===== src/rtl/decode_stage.sv =====
// decode_stage: one-deep RV32I decode stage with valid/ready handshakes and RUN/HALT/TRAP control.
// Build option: define DECODE_ILLEGAL_TRAP_EN to flag illegal instructions and stop in TRAP.
`ifndef ALU_CONTROL_SIZE
`define ALU_CONTROL_SIZE 4
`endif

module decode_stage #(
    parameter int XLEN  = 32,
    parameter int CNT_W = 32
) (
    input  logic                          clk,
    input  logic                          rst,
    input  logic                          in_valid,
    output logic                          in_ready,
    input  logic [31:0]                   in_instr,
    input  logic [XLEN-1:0]               in_pc,
    output logic                          out_valid,
    input  logic                          out_ready,
    output logic [4:0]                    rs1,
    output logic [4:0]                    rs2,
    output logic [4:0]                    rd,
    output logic                          reg_write,
    output logic                          mem_write,
    output logic                          alu_src,
    output logic                          mem2reg,
    output logic [`ALU_CONTROL_SIZE-1:0]  alu_control,
    output logic [XLEN-1:0]               imm,
    output logic [XLEN-1:0]               pc,
    output logic                          finish,
    output logic                          illegal,
    output logic [CNT_W-1:0]              dec_count
);

    localparam int ALU_W = `ALU_CONTROL_SIZE;

`ifdef DECODE_ILLEGAL_TRAP_EN
    localparam logic TRAP_EN = 1'b1;
`else
    localparam logic TRAP_EN = 1'b0;
`endif

    localparam logic [6:0] OP_LOAD   = 7'b0000011;
    localparam logic [6:0] OP_STORE  = 7'b0100011;
    localparam logic [6:0] OP_IMM    = 7'b0010011;
    localparam logic [6:0] OP_REG    = 7'b0110011;
    localparam logic [6:0] OP_LUI    = 7'b0110111;
    localparam logic [6:0] OP_AUIPC  = 7'b0010111;
    localparam logic [6:0] OP_BRANCH = 7'b1100011;
    localparam logic [6:0] OP_JAL    = 7'b1101111;
    localparam logic [6:0] OP_JALR   = 7'b1100111;
    localparam logic [6:0] OP_SYSTEM = 7'b1110011;

    localparam logic [ALU_W-1:0] ALU_ADD    = ALU_W'(0);
    localparam logic [ALU_W-1:0] ALU_SUB    = ALU_W'(1);
    localparam logic [ALU_W-1:0] ALU_SLL    = ALU_W'(2);
    localparam logic [ALU_W-1:0] ALU_SLT    = ALU_W'(3);
    localparam logic [ALU_W-1:0] ALU_SLTU   = ALU_W'(4);
    localparam logic [ALU_W-1:0] ALU_XOR    = ALU_W'(5);
    localparam logic [ALU_W-1:0] ALU_SRL    = ALU_W'(6);
    localparam logic [ALU_W-1:0] ALU_SRA    = ALU_W'(7);
    localparam logic [ALU_W-1:0] ALU_OR     = ALU_W'(8);
    localparam logic [ALU_W-1:0] ALU_AND    = ALU_W'(9);
    localparam logic [ALU_W-1:0] ALU_PASS_B = ALU_W'(10);

    localparam logic [1:0] RUN  = 2'd0;
    localparam logic [1:0] HALT = 2'd1;
    localparam logic [1:0] TRAP = 2'd2;

    typedef struct packed {
        logic [4:0]       rs1;
        logic [4:0]       rs2;
        logic [4:0]       rd;
        logic             reg_write;
        logic             mem_write;
        logic             alu_src;
        logic             mem2reg;
        logic [ALU_W-1:0] alu_control;
        logic [XLEN-1:0]  imm;
        logic [XLEN-1:0]  pc;
        logic             finish;
        logic             illegal;
    } bundle_t;

    logic [1:0]       state;
    logic             valid_q;
    bundle_t          bundle_q;
    logic [CNT_W-1:0] count_q;

    bundle_t          dec;
    logic             dec_bad;
    logic             accept;
    logic             drain;

    logic [6:0]       opcode;
    logic [2:0]       funct3;
    logic [6:0]       funct7;
    logic [XLEN-1:0]  imm_i;
    logic [XLEN-1:0]  imm_s;
    logic [XLEN-1:0]  imm_b;
    logic [XLEN-1:0]  imm_u;
    logic [XLEN-1:0]  imm_j;

    assign opcode = in_instr[6:0];
    assign funct3 = in_instr[14:12];
    assign funct7 = in_instr[31:25];

    // Signed casts replicate instr[31] up to XLEN for every format.
    assign imm_i = XLEN'($signed(in_instr[31:20]));
    assign imm_s = XLEN'($signed({in_instr[31:25], in_instr[11:7]}));
    assign imm_b = XLEN'($signed({in_instr[31], in_instr[7], in_instr[30:25], in_instr[11:8], 1'b0}));
    assign imm_u = XLEN'($signed({in_instr[31:12], 12'b0}));
    assign imm_j = XLEN'($signed({in_instr[31], in_instr[19:12], in_instr[20], in_instr[30:21], 1'b0}));

    function automatic logic [ALU_W-1:0] alu_of(input logic [2:0] f3, input logic alt);
        case (f3)
            3'd0:    alu_of = alt ? ALU_SUB : ALU_ADD;
            3'd1:    alu_of = ALU_SLL;
            3'd2:    alu_of = ALU_SLT;
            3'd3:    alu_of = ALU_SLTU;
            3'd4:    alu_of = ALU_XOR;
            3'd5:    alu_of = alt ? ALU_SRA : ALU_SRL;
            3'd6:    alu_of = ALU_OR;
            default: alu_of = ALU_AND;
        endcase
    endfunction

    always_comb begin
        // NOTE: every decoded field is defaulted first so no path through the case can infer a latch.
        dec     = '0;
        dec_bad = 1'b0;
        dec.rs1 = in_instr[19:15];
        dec.rs2 = in_instr[24:20];
        dec.rd  = in_instr[11:7];
        dec.pc  = in_pc;
        case (opcode)
            OP_LOAD: begin
                dec_bad         = (funct3 == 3'b011) || (funct3[2:1] == 2'b11);
                dec.reg_write   = 1'b1;
                dec.mem2reg     = 1'b1;
                dec.alu_src     = 1'b1;
                dec.alu_control = ALU_ADD;
                dec.imm         = imm_i;
            end
            OP_STORE: begin
                dec_bad         = funct3[2] || (funct3[1:0] == 2'b11);
                dec.mem_write   = 1'b1;
                dec.alu_src     = 1'b1;
                dec.alu_control = ALU_ADD;
                dec.imm         = imm_s;
            end
            OP_IMM: begin
                // Only the shift-immediates constrain the upper bits; SRAI is selected by instr[30].
                dec_bad = ((funct3 == 3'd1) && (funct7 != 7'h00)) ||
                          ((funct3 == 3'd5) && (funct7 != 7'h00) && (funct7 != 7'h20));
                dec.reg_write   = 1'b1;
                dec.alu_src     = 1'b1;
                dec.alu_control = alu_of(funct3, (funct3 == 3'd5) && in_instr[30]);
                dec.imm         = imm_i;
            end
            OP_REG: begin
                dec_bad = !((funct7 == 7'h00) ||
                            ((funct7 == 7'h20) && ((funct3 == 3'd0) || (funct3 == 3'd5))));
                dec.reg_write   = 1'b1;
                dec.alu_control = alu_of(funct3, in_instr[30]);
            end
            OP_LUI: begin
                dec.reg_write   = 1'b1;
                dec.alu_src     = 1'b1;
                dec.alu_control = ALU_PASS_B;
                dec.imm         = imm_u;
            end
            OP_AUIPC: begin
                dec.reg_write   = 1'b1;
                dec.alu_src     = 1'b1;
                dec.alu_control = ALU_ADD;
                dec.imm         = imm_u;
            end
            OP_BRANCH: begin
                dec_bad = (funct3[2:1] == 2'b01);
                dec.imm = imm_b;
                if (!funct3[2])
                    dec.alu_control = ALU_SUB;
                else if (!funct3[1])
                    dec.alu_control = ALU_SLT;
                else
                    dec.alu_control = ALU_SLTU;
            end
            OP_JAL: begin
                dec.reg_write   = 1'b1;
                dec.alu_control = ALU_ADD;
                dec.imm         = imm_j;
            end
            OP_JALR: begin
                dec_bad         = (funct3 != 3'd0);
                dec.reg_write   = 1'b1;
                dec.alu_src     = 1'b1;
                dec.alu_control = ALU_ADD;
                dec.imm         = imm_i;
            end
            OP_SYSTEM: begin
                if (in_instr[31:7] == 25'd0)
                    dec.finish = 1'b1;
                else
                    dec_bad = 1'b1;
            end
            default: dec_bad = 1'b1;
        endcase
        // An illegal word leaves a NOP bundle; only the flag differs between builds.
        if (dec_bad) begin
            dec.reg_write   = 1'b0;
            dec.mem_write   = 1'b0;
            dec.alu_src     = 1'b0;
            dec.mem2reg     = 1'b0;
            dec.alu_control = '0;
            dec.imm         = '0;
            dec.finish      = 1'b0;
            dec.illegal     = TRAP_EN;
        end
    end

    assign in_ready = (state == RUN) && (!valid_q || out_ready);
    assign accept   = in_valid && in_ready;
    assign drain    = valid_q && out_ready;

    always_ff @(posedge clk) begin
        // NOTE: non-blocking assignments so every register updates from pre-edge values.
        if (rst) begin
            state    <= RUN;
            valid_q  <= 1'b0;
            bundle_q <= '0;
            count_q  <= '0;
        end else begin
            if (accept) begin
                bundle_q <= dec;
                valid_q  <= 1'b1;
                if (dec.finish)
                    state <= HALT;
                else if (TRAP_EN && dec_bad)
                    state <= TRAP;
            end else if (drain) begin
                valid_q <= 1'b0;
            end
            if (drain)
                count_q <= count_q + CNT_W'(1);
        end
    end

    assign out_valid   = valid_q;
    assign rs1         = bundle_q.rs1;
    assign rs2         = bundle_q.rs2;
    assign rd          = bundle_q.rd;
    assign reg_write   = bundle_q.reg_write;
    assign mem_write   = bundle_q.mem_write;
    assign alu_src     = bundle_q.alu_src;
    assign mem2reg     = bundle_q.mem2reg;
    assign alu_control = bundle_q.alu_control;
    assign imm         = bundle_q.imm;
    assign pc          = bundle_q.pc;
    assign finish      = bundle_q.finish;
    assign illegal     = bundle_q.illegal;
    assign dec_count   = count_q;

endmodule

===== config.mk =====
export PLATFORM = sky130hd
export DESIGN_NAME = decode_stage
export DESIGN_NICKNAME = d
export VERILOG_FILES = /design/src/rtl/decode_stage.sv
export SDC_FILE = /design/constraint.sdc
export NUM_CORES = 1
export LEC_CHECK = 0
export CAP_MARGIN = 30
export CORE_MARGIN = 8
export CORE_UTILIZATION = 25
export CTS_BUF_LIST = sky130_fd_sc_hd__clkbuf_4
export CTS_CLUSTER_DIAMETER = 30
export CTS_CLUSTER_SIZE = 12
export DETAILED_ROUTE_END_ITERATION = 6
export PLACE_DENSITY = 0.5
export SYNTH_ARGS = -nofsm -noshare
export SYNTH_HDL_FRONTEND = slang
export SYNTH_SLANG_ARGS = --single-unit

===== constraint.sdc =====
create_clock -name clk -period 3.3 [get_ports clk]
set_input_delay 0.66 -clock clk [delete_from_list [all_inputs] [get_ports clk]]
set_output_delay 0.66 -clock clk [all_outputs]
set_load 0.01 [all_outputs]

* Word-level counts from Yosys, hierarchy flattened
Index checks and enable logic that the tools add are counted.
** Word-level totals
- Register bits :: 123
- Input bits :: 68
- Output and inout bits :: 123
** Operators by class
- Add/sub/neg operators :: 1
- Equality and inequality tests :: 21
- Multiplexer cells :: 22
- Reduce and logical (&&, ||, !) cells :: 29
** Operator list (number)
- $pmux 32 s5 :: 1
- $pmux 4 s7 :: 2
- $mux 40 :: 1
- $add 32x1->32 const B :: 1
- $eq 7x6->1 const B :: 4
- $eq 7x7->1 const B :: 4
- $logic_not 25->1 :: 1
- $pmux 4 s4 :: 1
- $eq 7x5->1 const B :: 2
- $mux 1 :: 13
- $eq 3x3->1 const B :: 3
- $logic_and 1x1->1 :: 8
- $pmux 1 s8 :: 1
- $eq 7x2->1 const B :: 1
- $logic_not 7->1 :: 1
- $ne 7x6->1 const B :: 1
- $reduce_bool 7->1 :: 1
- $reduce_or 7->1 :: 1
- $eq 3x2->1 const B :: 2
- $logic_or 1x1->1 :: 6
- $reduce_or 3->1 :: 2
- $reduce_or 6->1 :: 1
- $eq 2x2->1 const B :: 2
- $mux 4 :: 1
- other kinds (11) :: 12

* Logic depth before layout (Yosys ltp)
Gate-level depths: netlist (run 1).
- Word-level depth :: 8
- Mapped depth :: 7
- Depth with buffers taken out :: 5

* Worst setup path before layout (run 1)
Ideal clock, no wire load.
- Path kind :: input to register
- From :: in in_instr[6]
- To :: reg bundle_q, in the netlist imm[0]
- Data arrival time :: 2.014 ns
- Data required time :: 3.183 ns
- Setup slack :: 1.168 ns
- Stages :: 7
- Path buffers :: 2
- Cell sequence :: buf_2 -> and2b_1 -> nand2_2 -> o311a_4 -> and3_4 -> buf_6 -> a32o_1
** On the way
- Longest elaborated chain between the ends :: 4
** Ends and longest elaborated chain
- start, declared :: RTL line 15 : input logic [31:0] in_instr,
- $eq 7x6->1 (tied with other cells) :: RTL line 135 : case (opcode)
- $reduce_or 3->1 (no line) or $reduce_or 2->1 (tied branches)
- $pmux 1 s8 or $pmux 32 s5 (tied branches) :: RTL line 135
- $mux 40 (*) :: RTL line 209 : if (dec_bad) begin
- end signal, assigned :: RTL line 230 : bundle_q <= '0;
- end signal, assigned :: RTL line 234 : bundle_q <= dec;
- end, declared :: RTL line 86 : bundle_t bundle_q;
Mark *: on every way between the ends. The rest lies on a longest branch, timed or not.
A chain may end at the register's enable or synchronous reset.

* Final worst setup path (run 1)
- From :: in out_ready
- To :: out in_ready
** On the way
- Longest elaborated chain between the ends :: 2
** Ends and longest elaborated chain
- start, declared :: RTL line 18 : input logic out_ready,
- $logic_or 1x1->1 :: RTL line 221 : assign in_ready = (state == RUN) && (!valid_q || out_ready);
- $logic_and 1x1->1 :: RTL line 221
- end, declared :: RTL line 14 : output logic in_ready,
Every way passes these cells.

==> results of run 1 <==
cells by family after synthesis:
| family | synth area share |
|---|---|
| adders and majority gates | 0.00229 |
| buffers and inverters | 0.0633 |
| DFF | 0.448 |
| xor gates and xnor gates | 0.0466 |
| muxes | 0.00390 |
| AOI/OAI and AO/OA | 0.183 |
| other | 0.000687 |
| and+or+nand+nor | 0.253 |
worst register-to-register path: cells and delay by family (launching register included):
kind / cells / cell delay, ns
xor+xnor: 1 / 0.16
buf+inv: 1 / 0.31
flops: 1 / 0.37
simple gates: 4 / 0.98
registers in the layout (all words and copies together), names as in the netlist:
| signal | count |
|---|---|
| mem2reg | 1 |
| out_valid | 1 |
| rs2 | 5 |
| reg_write | 1 |
| dec_count | 32 |
| imm | 32 |
| state | 1 |
| pc | 32 |
| rs1 | 5 |
| rd | 5 |
| alu_control | 4 |
| alu_src | 1 |
| mem_write | 1 |
| finish | 1 |
stage by stage:
| stage | cell area (sq um) | setup WS (ns) | power [mW] |
|---|---|---|---|
| 6_report | 7840 | 0.661 | 2.95 |
| 3_3_place_gp | 7540 | 0.383 | 1.95 |
| 2_1_floorplan | 5460 | 1.17 | 1.73 |
| 3_5_place_dp | 7570 | 0.379 | 1.95 |
| 4_1_cts | 7830 | 0.649 | 3.02 |
| 5_1_grt | 7840 | 0.546 | 3.13 |
power groups by stage:
| stage | combinational [mW] | sequential [mW] | clock, mW |
|---|---|---|---|
| after global routing | 0.423 | 1.53 | 1.17 |
| after floorplan | 0.153 | 1.58 | 0 |
| after CTS | 0.396 | 1.53 | 1.09 |
| final | 0.387 | 1.53 | 1.03 |
| after detailed placement | 0.394 | 1.56 | 0 |
| after global placement | 0.391 | 1.56 | 0 |
area by class of cell:
type | count | share of cell area
Antenna cell | 1 | 0.000319
Multi-Input combinational cell | 466 | 0.342
Clock inverter | 15 | 0.0174
Timing Repair Buffer | 208 | 0.263
Inverter | 9 | 0.00431
Sequential cell | 122 | 0.312
Clock buffer | 17 | 0.0163
Tap cell | 280 | 0.0447
path summary, 6_finish.rpt:
path                  start            end  slack (ns)
hold / removal       pc[14]         pc[14]        0.46
hold reg to reg      pc[14]         pc[14]        0.46
setup / recovery  out_ready       in_ready        0.66
setup reg to reg  out_valid  dec_count[21]        1.34
layer usage:
layer,up-vias,global-route usage,part of all wire,routed length (um)
met1,2363,0.181,0.47,8950
met3,17,0.0534,0.079,1500
met4,0,0.0364,0.0099,189
li1,2586,-,-,-
met5,-,0,0,0
met2,147,0.215,0.44,8420
cell usage in the layout (no fill, tap or decap), types with 11 or more instances in the layout:
| cell | n |
|---|---|
| nand2_1 | 143 |
| clkbuf_4 | 17 |
| dfxtp_1 | 122 |
| nor4_1 | 16 |
| a21oi_1 | 75 |
| o21ai_2 | 20 |
| buf_4 | 18 |
| xnor2_1 | 26 |
| nor2_1 | 45 |
| o21ai_0 | 15 |
| nor3_1 | 11 |
| clkdlybuf4s50_1 | 188 |
| nand3_1 | 18 |
==> results_dict.tcl, run 1 <==
set metrics [dict create \
    final_max_slew_viol_count 0 \
    crit_family "buffers and inverters" \
    fin_crit_sh 0.800 \
    dr.first_iter.drc_count 336 \
    worst-path-buf-inv 2 \
    place_hpwl_mm 13.9 \
    cts_tree "done" \
    grt_pass1_vias 5090 \
    combPwrFrac 0.131 \
    drive_above_1_share 0.118 \
    num_rows 54 \
    synth-seq-cells 122 \
    utilization 0.362 \
    powerDensity_nw_per_um2 376 \
    fp.coreArea_sq_um 21600 \
    reg2reg_depth 6 \
    power.switching_uw 862 \
    peakVddDrop_mv 0.164 \
    antenna_found_initial 1 \
    setup_viol 0 \
    crit_path_end_kind "primary output" \
    synth_edf_count 0 \
    fin_cells 1118 \
    vias 5113 \
    post_cts_buffers 0 \
    tns_ns 0 \
    cts_made_buffers 17 \
    max-cap-violations 0 \
    hold_depth 2 \
    synth_most_common_cell "nand2_1" \
    rsz0062_at_grt "false" \
    ios 191 \
    path_common_cell "clkdlybuf4s50_1" \
    crit_path_start_kind "primary input" \
    fp.dieH_um 164 \
    via_per_inst 4.57 \
    synth_fp_nets 716 \
    netlist.area_leader.share 0.448 \
    worstPathArrival_ns 1.98 \
    ctsResizeCount 0 \
    synthTopCellsByArea "dfxtp_1 45%, nand2_1 9.9%, a21oi_1 6.9%, xnor2_1 4.2%, o21ai_2 3.2%" \
    synthArstFlopShare 0 \
    pwr-share-seq 0.518 \
    netlist_top_cells_count "144 x nand2_1, 122 x dfxtp_1, 75 x a21oi_1" \
    syn_to_final_growth_pct 43.6 \
    drc 0 \
    cp_cell_sequence "clkdlybuf4s50_1, nor2b_1, nor2_1, clkdlybuf4s50_1" \
    finalNetCount 893 \
    hold_viol_final 0 \
    crit_type "in -> out" \
    dp_cells 1085 \
    worstMarginPinSlew_ns 0.562 \
    grt_start_max_net_pins 49 \
    cts.reportedPaths.clkPinSlew_ns 0.12 \
    synth_ff_type "dfxtp_1" \
    outcome "finished clean" \
    fin_crit_ns 2.64 \
    synth_area_sq_um 5460 \
    drt_wl_total_mm 19.1 \
    critical_path_depth 4 \
    synthCells 647 \
    grt_first_pass_wirelength_mm 29.4 \
    hold_buffers 0 \
    p_clk_frac 0.351 \
    grt-ovfl-total 0 \
    syn_area_per_cell_sq_um 8.43 \
    ys_types 67 \
    place_congestion 0.806 \
    root_buffer "clkbuf_4" \
    cts.sinks 122 \
    ys_warn_count 0 \
    maxSlewHeadroom 0.626 \
    critPathRequiredTime_ns 2.64 \
    ant_nets 0 \
    slowest_stage "clkdlybuf4s50_1" \
    p_leak_nw 2.64 \
    ys_seq_area_frac 0.448 \
    holdWs_ns 0.462 \
    n_fill_cell 2268 \
    h-tree-depth 4 \
    crit_fanout 3 \
    intPower_mw 2.09 \
    switching_share 0.292 \
    die_x_um 164 \
    cpPeakStageDelay_ns 0.61 \
    multi_input_area_sq_um 2680 \
    fin_skew_ns 0.0285 \
    synth_top_area_cell "dfxtp_1" \
    grtUsageTotal 0.140 \
    seqCellArea_sq_um 2440 \
    cts_buffer_depth 2 \
    avgRoutedWirePerCell_um 17.0 \
    max_freq_mhz 379 \
    die_area_sq_um 26800 \
    hp-class "reg -> reg" \
    start_util 0.252 \
    clock_latency_ns 0.52 \
    port_buffers 189 \
    drtPass1Iterations 6 \
]
Note: power is estimated with default switching activity, not from simulation.
==> inputs of run 2 (changes only) <==
--- a/config.mk
+++ b/config.mk
@@ -12,7 +12,7 @@
 export CTS_CLUSTER_DIAMETER = 30
 export CTS_CLUSTER_SIZE = 12
 export DETAILED_ROUTE_END_ITERATION = 6
-export PLACE_DENSITY = 0.5
+export PLACE_DENSITY = 0.52
 export SYNTH_ARGS = -nofsm -noshare
 export SYNTH_HDL_FRONTEND = slang
 export SYNTH_SLANG_ARGS = --single-unit
==> constraint.sdc (replaced) <==
create_clock -name clk -period 2.25 [get_ports clk]
set_input_delay 0.45 -clock clk [delete_from_list [all_inputs] [get_ports clk]]
set_output_delay 0.45 -clock clk [all_outputs]
set_load 0.01 [all_outputs]
==> results_dict.tcl, run 2 (synthesis results as in run 1) <==
set metrics [dict create \
    outcome "finished clean" \
    rsz0062_at_grt "false" \
    dp_cells 1150 \
    final_cell_mix "187 x clkdlybuf4s50_1, 143 x nand2_1, 122 x dfxtp_1, 80 x buf_4, 75 x a21oi_1" \
    cts.reportedPaths.clkPinSlew_ns 0.13 \
    worst-path-buf-inv 1 \
    placed_area_sq_um 8090 \
    cpPeakStageDelay_ns 0.65 \
    place_congestion 0.799 \
    hold_viol_final 0 \
    drc 0 \
    via_per_inst 4.51 \
    hp-start "rst" \
    post_cts_buffers 0 \
    clock_latency_ns 0.53 \
    worstPathArrival_ns 1.62 \
    setup_viol 0 \
    reg2reg_depth 5 \
    num_rows 54 \
    hold_depth 2 \
    drt_wl_total_mm 19.5 \
    slowest_stage "clkdlybuf4s50_1" \
    h-tree-depth 4 \
    vias 5344 \
    stdcell_area_sq_um 8440 \
    root_buffer "clkbuf_4" \
    hp-class "in -> reg" \
    start_util 0.252 \
    avgRoutedWirePerCell_um 16.5 \
    worst_hold_path.endpoint "dec_count[5]" \
    fp.dieH_um 164 \
    cts_made_buffers 17 \
    cp_cell_sequence "clkdlybuf4s50_1" \
    crit_type "reg -> out" \
    final_common_cell "clkdlybuf4s50_1" \
    cts.sinks 122 \
    peakVddDrop_mv 0.260 \
    die_area_sq_um 26800 \
    place_hpwl_mm 14.6 \
    ant_nets 0 \
    grt_pass1_vias 5289 \
    cts_buffer_depth 2 \
    max_freq_mhz 483 \
    dr.first_iter.drc_count 196 \
    grtUsageTotal 0.144 \
    cts_tree "done" \
    die_x_um 164 \
    drive_above_1_share 0.182 \
    fin_cells 1185 \
    grt_first_pass_wirelength_mm 30.2 \
    ios 191 \
    crit_family "buffers and inverters" \
    crit_fanout 5 \
    r2r_end "dec_count[29]" \
    fin_crit_ns 2.07 \
    drtPass1Iterations 4 \
    antenna_found_initial 2 \
    port_buffers 189 \
    finalNetCount 958 \
    crit_path_start_kind "flip-flop" \
    grt_start_max_net_pins 43 \
    grt-ovfl-total 0 \
    crit_path_end_kind "primary output" \
    p_leak_nw 2.99 \
    fp.coreArea_sq_um 21600 \
    fin_crit_sh 0.920 \
    syn_to_final_growth_pct 54.6 \
    fin_skew_ns 0.0222 \
    final_max_slew_viol_count 0 \
    powerDensity_nw_per_um2 563 \
    critPathRequiredTime_ns 1.80 \
    r2r_start "dec_count[6]" \
    r2r_slack_ns 0.39 \
    holdWs_ns 0.314 \
    max-cap-violations 0 \
]
run 2: changes by cell type in the layout (fill, tap and decap cells not counted):
cell,before,now
clkinv_4,2,4
clkinv_2,4,1
buf_12,1,5
clkdlybuf4s50_1,188,187
buf_16,1,0
diode_2,1,3
bufinv_16,1,4
inv_6,7,4
buf_4,18,80
inv_8,0,1
dlygate4sd2_1,0,1
run 2: stage by stage:
step	TNS (ns)	power, mW	setup WS, ns	utilization
6_report	0	4.75	0.180	0.390
5_1_grt	0	5.00	0.0617	0.390
4_1_cts	0	4.85	0.148	0.390
3_5_place_dp	-7.92	2.94	-0.291	0.374
3_3_place_gp	-6.59	2.94	-0.256	0.374
2_1_floorplan	0	2.54	0.328	-
run 2: worst max path at each step:
stage | startpoint | to | slack (ns) | depth (start not counted)
after global placement | in_instr[27] | imm[6] | -0.26 | 7
final | dec_count[8] | dec_count[8] | 0.18 | 1
after floorplan | in_instr[6] | imm[0] | 0.33 | 7
after detailed placement | in_instr[27] | state[0] | -0.29 | 7
after CTS | dec_count[8] | dec_count[8] | 0.15 | 1
after global routing | dec_count[19] | dec_count[19] | 0.06 | 1
run 2: area by class of cell:
type	instances	area, sq um
clock inverter	15	214
timing repair buffer	273	2580
clock buffer	17	128
antenna	3	7.51
multi-input combinational	466	2680
inverter	9	33.8
sequential	122	2440
tap	280	350
fill	2273	13200
run 2: per-layer routing:
layer  up-vias  global-route usage  wire (um)
met1      2471               0.187       9160
met3        11              0.0506       1380
met4         2              0.0380        189
met2       138               0.224       8800
met5         -                   0         13
li1       2722                   -          -
run 2: where the power goes:
part / internal [mW] / switching (mW)
registers: 2.21 / 0.0258
clock network: 0.908 / 0.953
logic: 0.340 / 0.307
run 2: repair_timing:
| action | CTS | global route |
|---|---|---|
| hold buffers | 0 | 0 |
| setup endpoints to repair | 1 | 0 |
| resized for setup | 1 | 0 |
| endpoints found under the hold margin | 0 | 0 |
==> inputs of run 3 (changes only) <==
--- a/config.mk
+++ b/config.mk
@@ -12,7 +12,6 @@
 export CTS_CLUSTER_DIAMETER = 30
 export CTS_CLUSTER_SIZE = 12
 export DETAILED_ROUTE_END_ITERATION = 6
-export PLACE_DENSITY = 0.52
 export SYNTH_ARGS = -nofsm -noshare
 export SYNTH_HDL_FRONTEND = slang
 export SYNTH_SLANG_ARGS = --single-unit
==> results_dict.tcl, run 3 (synthesis results as in run 1) <==
set metrics [dict create \
    crit_path_end_kind "primary output" \
    dp_cells 1146 \
    crit_type "reg -> out" \
    die_x_um 164 \
    intPower_mw 3.23 \
    outcome "finished clean" \
    cp_cell_sequence "clkdlybuf4s50_1" \
    final_max_slew_viol_count 0 \
    ant_nets 0 \
    cpPeakStageDelay_ns 0.61 \
    placed_area_sq_um 8080 \
    drive_above_1_share 0.178 \
    cts.reportedPaths.clkPinSlew_ns 0.12 \
    n_fill_cell 2249 \
    h-tree-depth 4 \
    port_buffers 189 \
    grt_first_pass_wirelength_mm 29.4 \
    cts.sinks 122 \
    finalNetCount 954 \
    root_buffer "clkbuf_4" \
    place_hpwl_mm 14.2 \
    crit_path_start_kind "flip-flop" \
    fp.dieH_um 164 \
    grtUsageTotal 0.140 \
    hp-class "in -> reg" \
    fin_crit_ns 2.05 \
    crit_fanout 6 \
    rsz0062_at_grt "false" \
    tns_ns 0 \
    antenna_found_initial 0 \
    cts_buffer_depth 2 \
    hold_buffers 0 \
    combPwrFrac 0.142 \
    p_clk_frac 0.364 \
    power.switching_mw 1.30 \
    p_leak_nw 2.95 \
    setup_viol 0 \
    avgRoutedWirePerCell_um 16.1 \
    grt_pass1_vias 5248 \
    vias 5384 \
    grt-ovfl-total 0 \
    worstPathArrival_ns 1.60 \
    slowest_stage "clkdlybuf4s50_1" \
    via_per_inst 4.57 \
    seqCellArea_sq_um 2440 \
    max_freq_mhz 488 \
    fp.coreArea_sq_um 21600 \
    die_area_sq_um 26800 \
    worst-path-buf-inv 1 \
    multi_input_area_sq_um 2680 \
    hold_viol_final 0 \
    critPathRequiredTime_ns 1.80 \
    peakVddDrop_mv 0.263 \
    num_rows 54 \
    fin_cells 1178 \
    cts_made_buffers 17 \
    place_congestion 0.822 \
    final_common_cell "clkdlybuf4s50_1" \
    drt_wl_total_mm 19.0 \
    utilization 0.387 \
    powerDensity_nw_per_um2 541 \
    final_cell_mix "187 x clkdlybuf4s50_1, 143 x nand2_1, 122 x dfxtp_1, 75 x a21oi_1, 74 x buf_4" \
    maxSlewHeadroom 0.657 \
    switching_share 0.288 \
    dr.first_iter.drc_count 322 \
    ios 191 \
    fin_crit_sh 0.911 \
    max-cap-violations 0 \
    fin_skew_ns 0.0265 \
    n_antenna_cell 0 \
    worstMarginPinSlew_ns 0.514 \
    syn_to_final_growth_pct 53.5 \
    drc 0 \
    cts_tree "done" \
    clock_latency_ns 0.53 \
    stdcell_area_sq_um 8380 \
    start_util 0.252 \
    crit_family "buffers and inverters" \
    pwr-share-seq 0.494 \
    drtPass1Iterations 4 \
    grt_start_max_net_pins 77 \
]
[run 3: cell count changes in the layout (fill, tap and decap cells not counted), sizes merged]
cell,change
clkinvlp,+1
inv,-2
bufinv,-2
diode,-3
buf,-4
clkinv,+3
[run 3: final cells by class]
cell class	instances	share of cell area
clock inverters	15	0.0200
well taps	280	0.0418
inverters	9	0.00403
multi-input cells	466	0.320
flip-flops and latches	122	0.292
clock buffers	17	0.0152
repair buffers	269	0.308
[run 3: routing by layer]
metal / up-vias / global-route usage / wire, um
met5: - / 0 / 0
met4: 0 / 0.0479 / 322
li1: 2721 / - / -
met3: 22 / 0.0454 / 1300
met2: 150 / 0.223 / 8800
met1: 2491 / 0.175 / 8600
[run 3: path summary, 6_finish.rpt]
check	startpoint	to	cells after the start	slack, ns
worst max-delay path	dec_count[19]	dec_count[19]	1	0.20
worst min-delay path	rst	rd[3]	2	0.27
worst max register to register	dec_count[6]	dec_count[31]	6	0.41
worst min register to register	pc[15]	pc[15]	2	0.46
[run 3: power by group through the flow]
stage | clock [mW] | combinational (mW) | sequential (mW)
finish | 1.65 | 0.646 | 2.24
global route | 1.83 | 0.698 | 2.25
CTS | 1.74 | 0.653 | 2.24
detailed placement | 0 | 0.651 | 2.29
global placement | 0 | 0.650 | 2.29
floorplan | 0 | 0.225 | 2.31
[run 3: through the flow]
stage / hold slack (ns) / power (mW) / setup WS, ns
2_1_floorplan: 0.478 / 2.54 / 0.328
3_3_place_gp: 0.436 / 2.94 / -0.215
3_5_place_dp: 0.442 / 2.94 / -0.285
4_1_cts: 0.205 / 4.63 / 0.0797
5_1_grt: 0.228 / 4.78 / 0.00811
6_report: 0.273 / 4.53 / 0.201
[run 3: repair_timing]
| item | 4_1_cts | 5_1_grt |
|---|---|---|
| endpoints found under the setup margin | 1 | 0 |
| resized for setup | 1 | 0 |
| setup buffers | 0 | 0 |
| endpoints found under the hold margin | 0 | 0 |
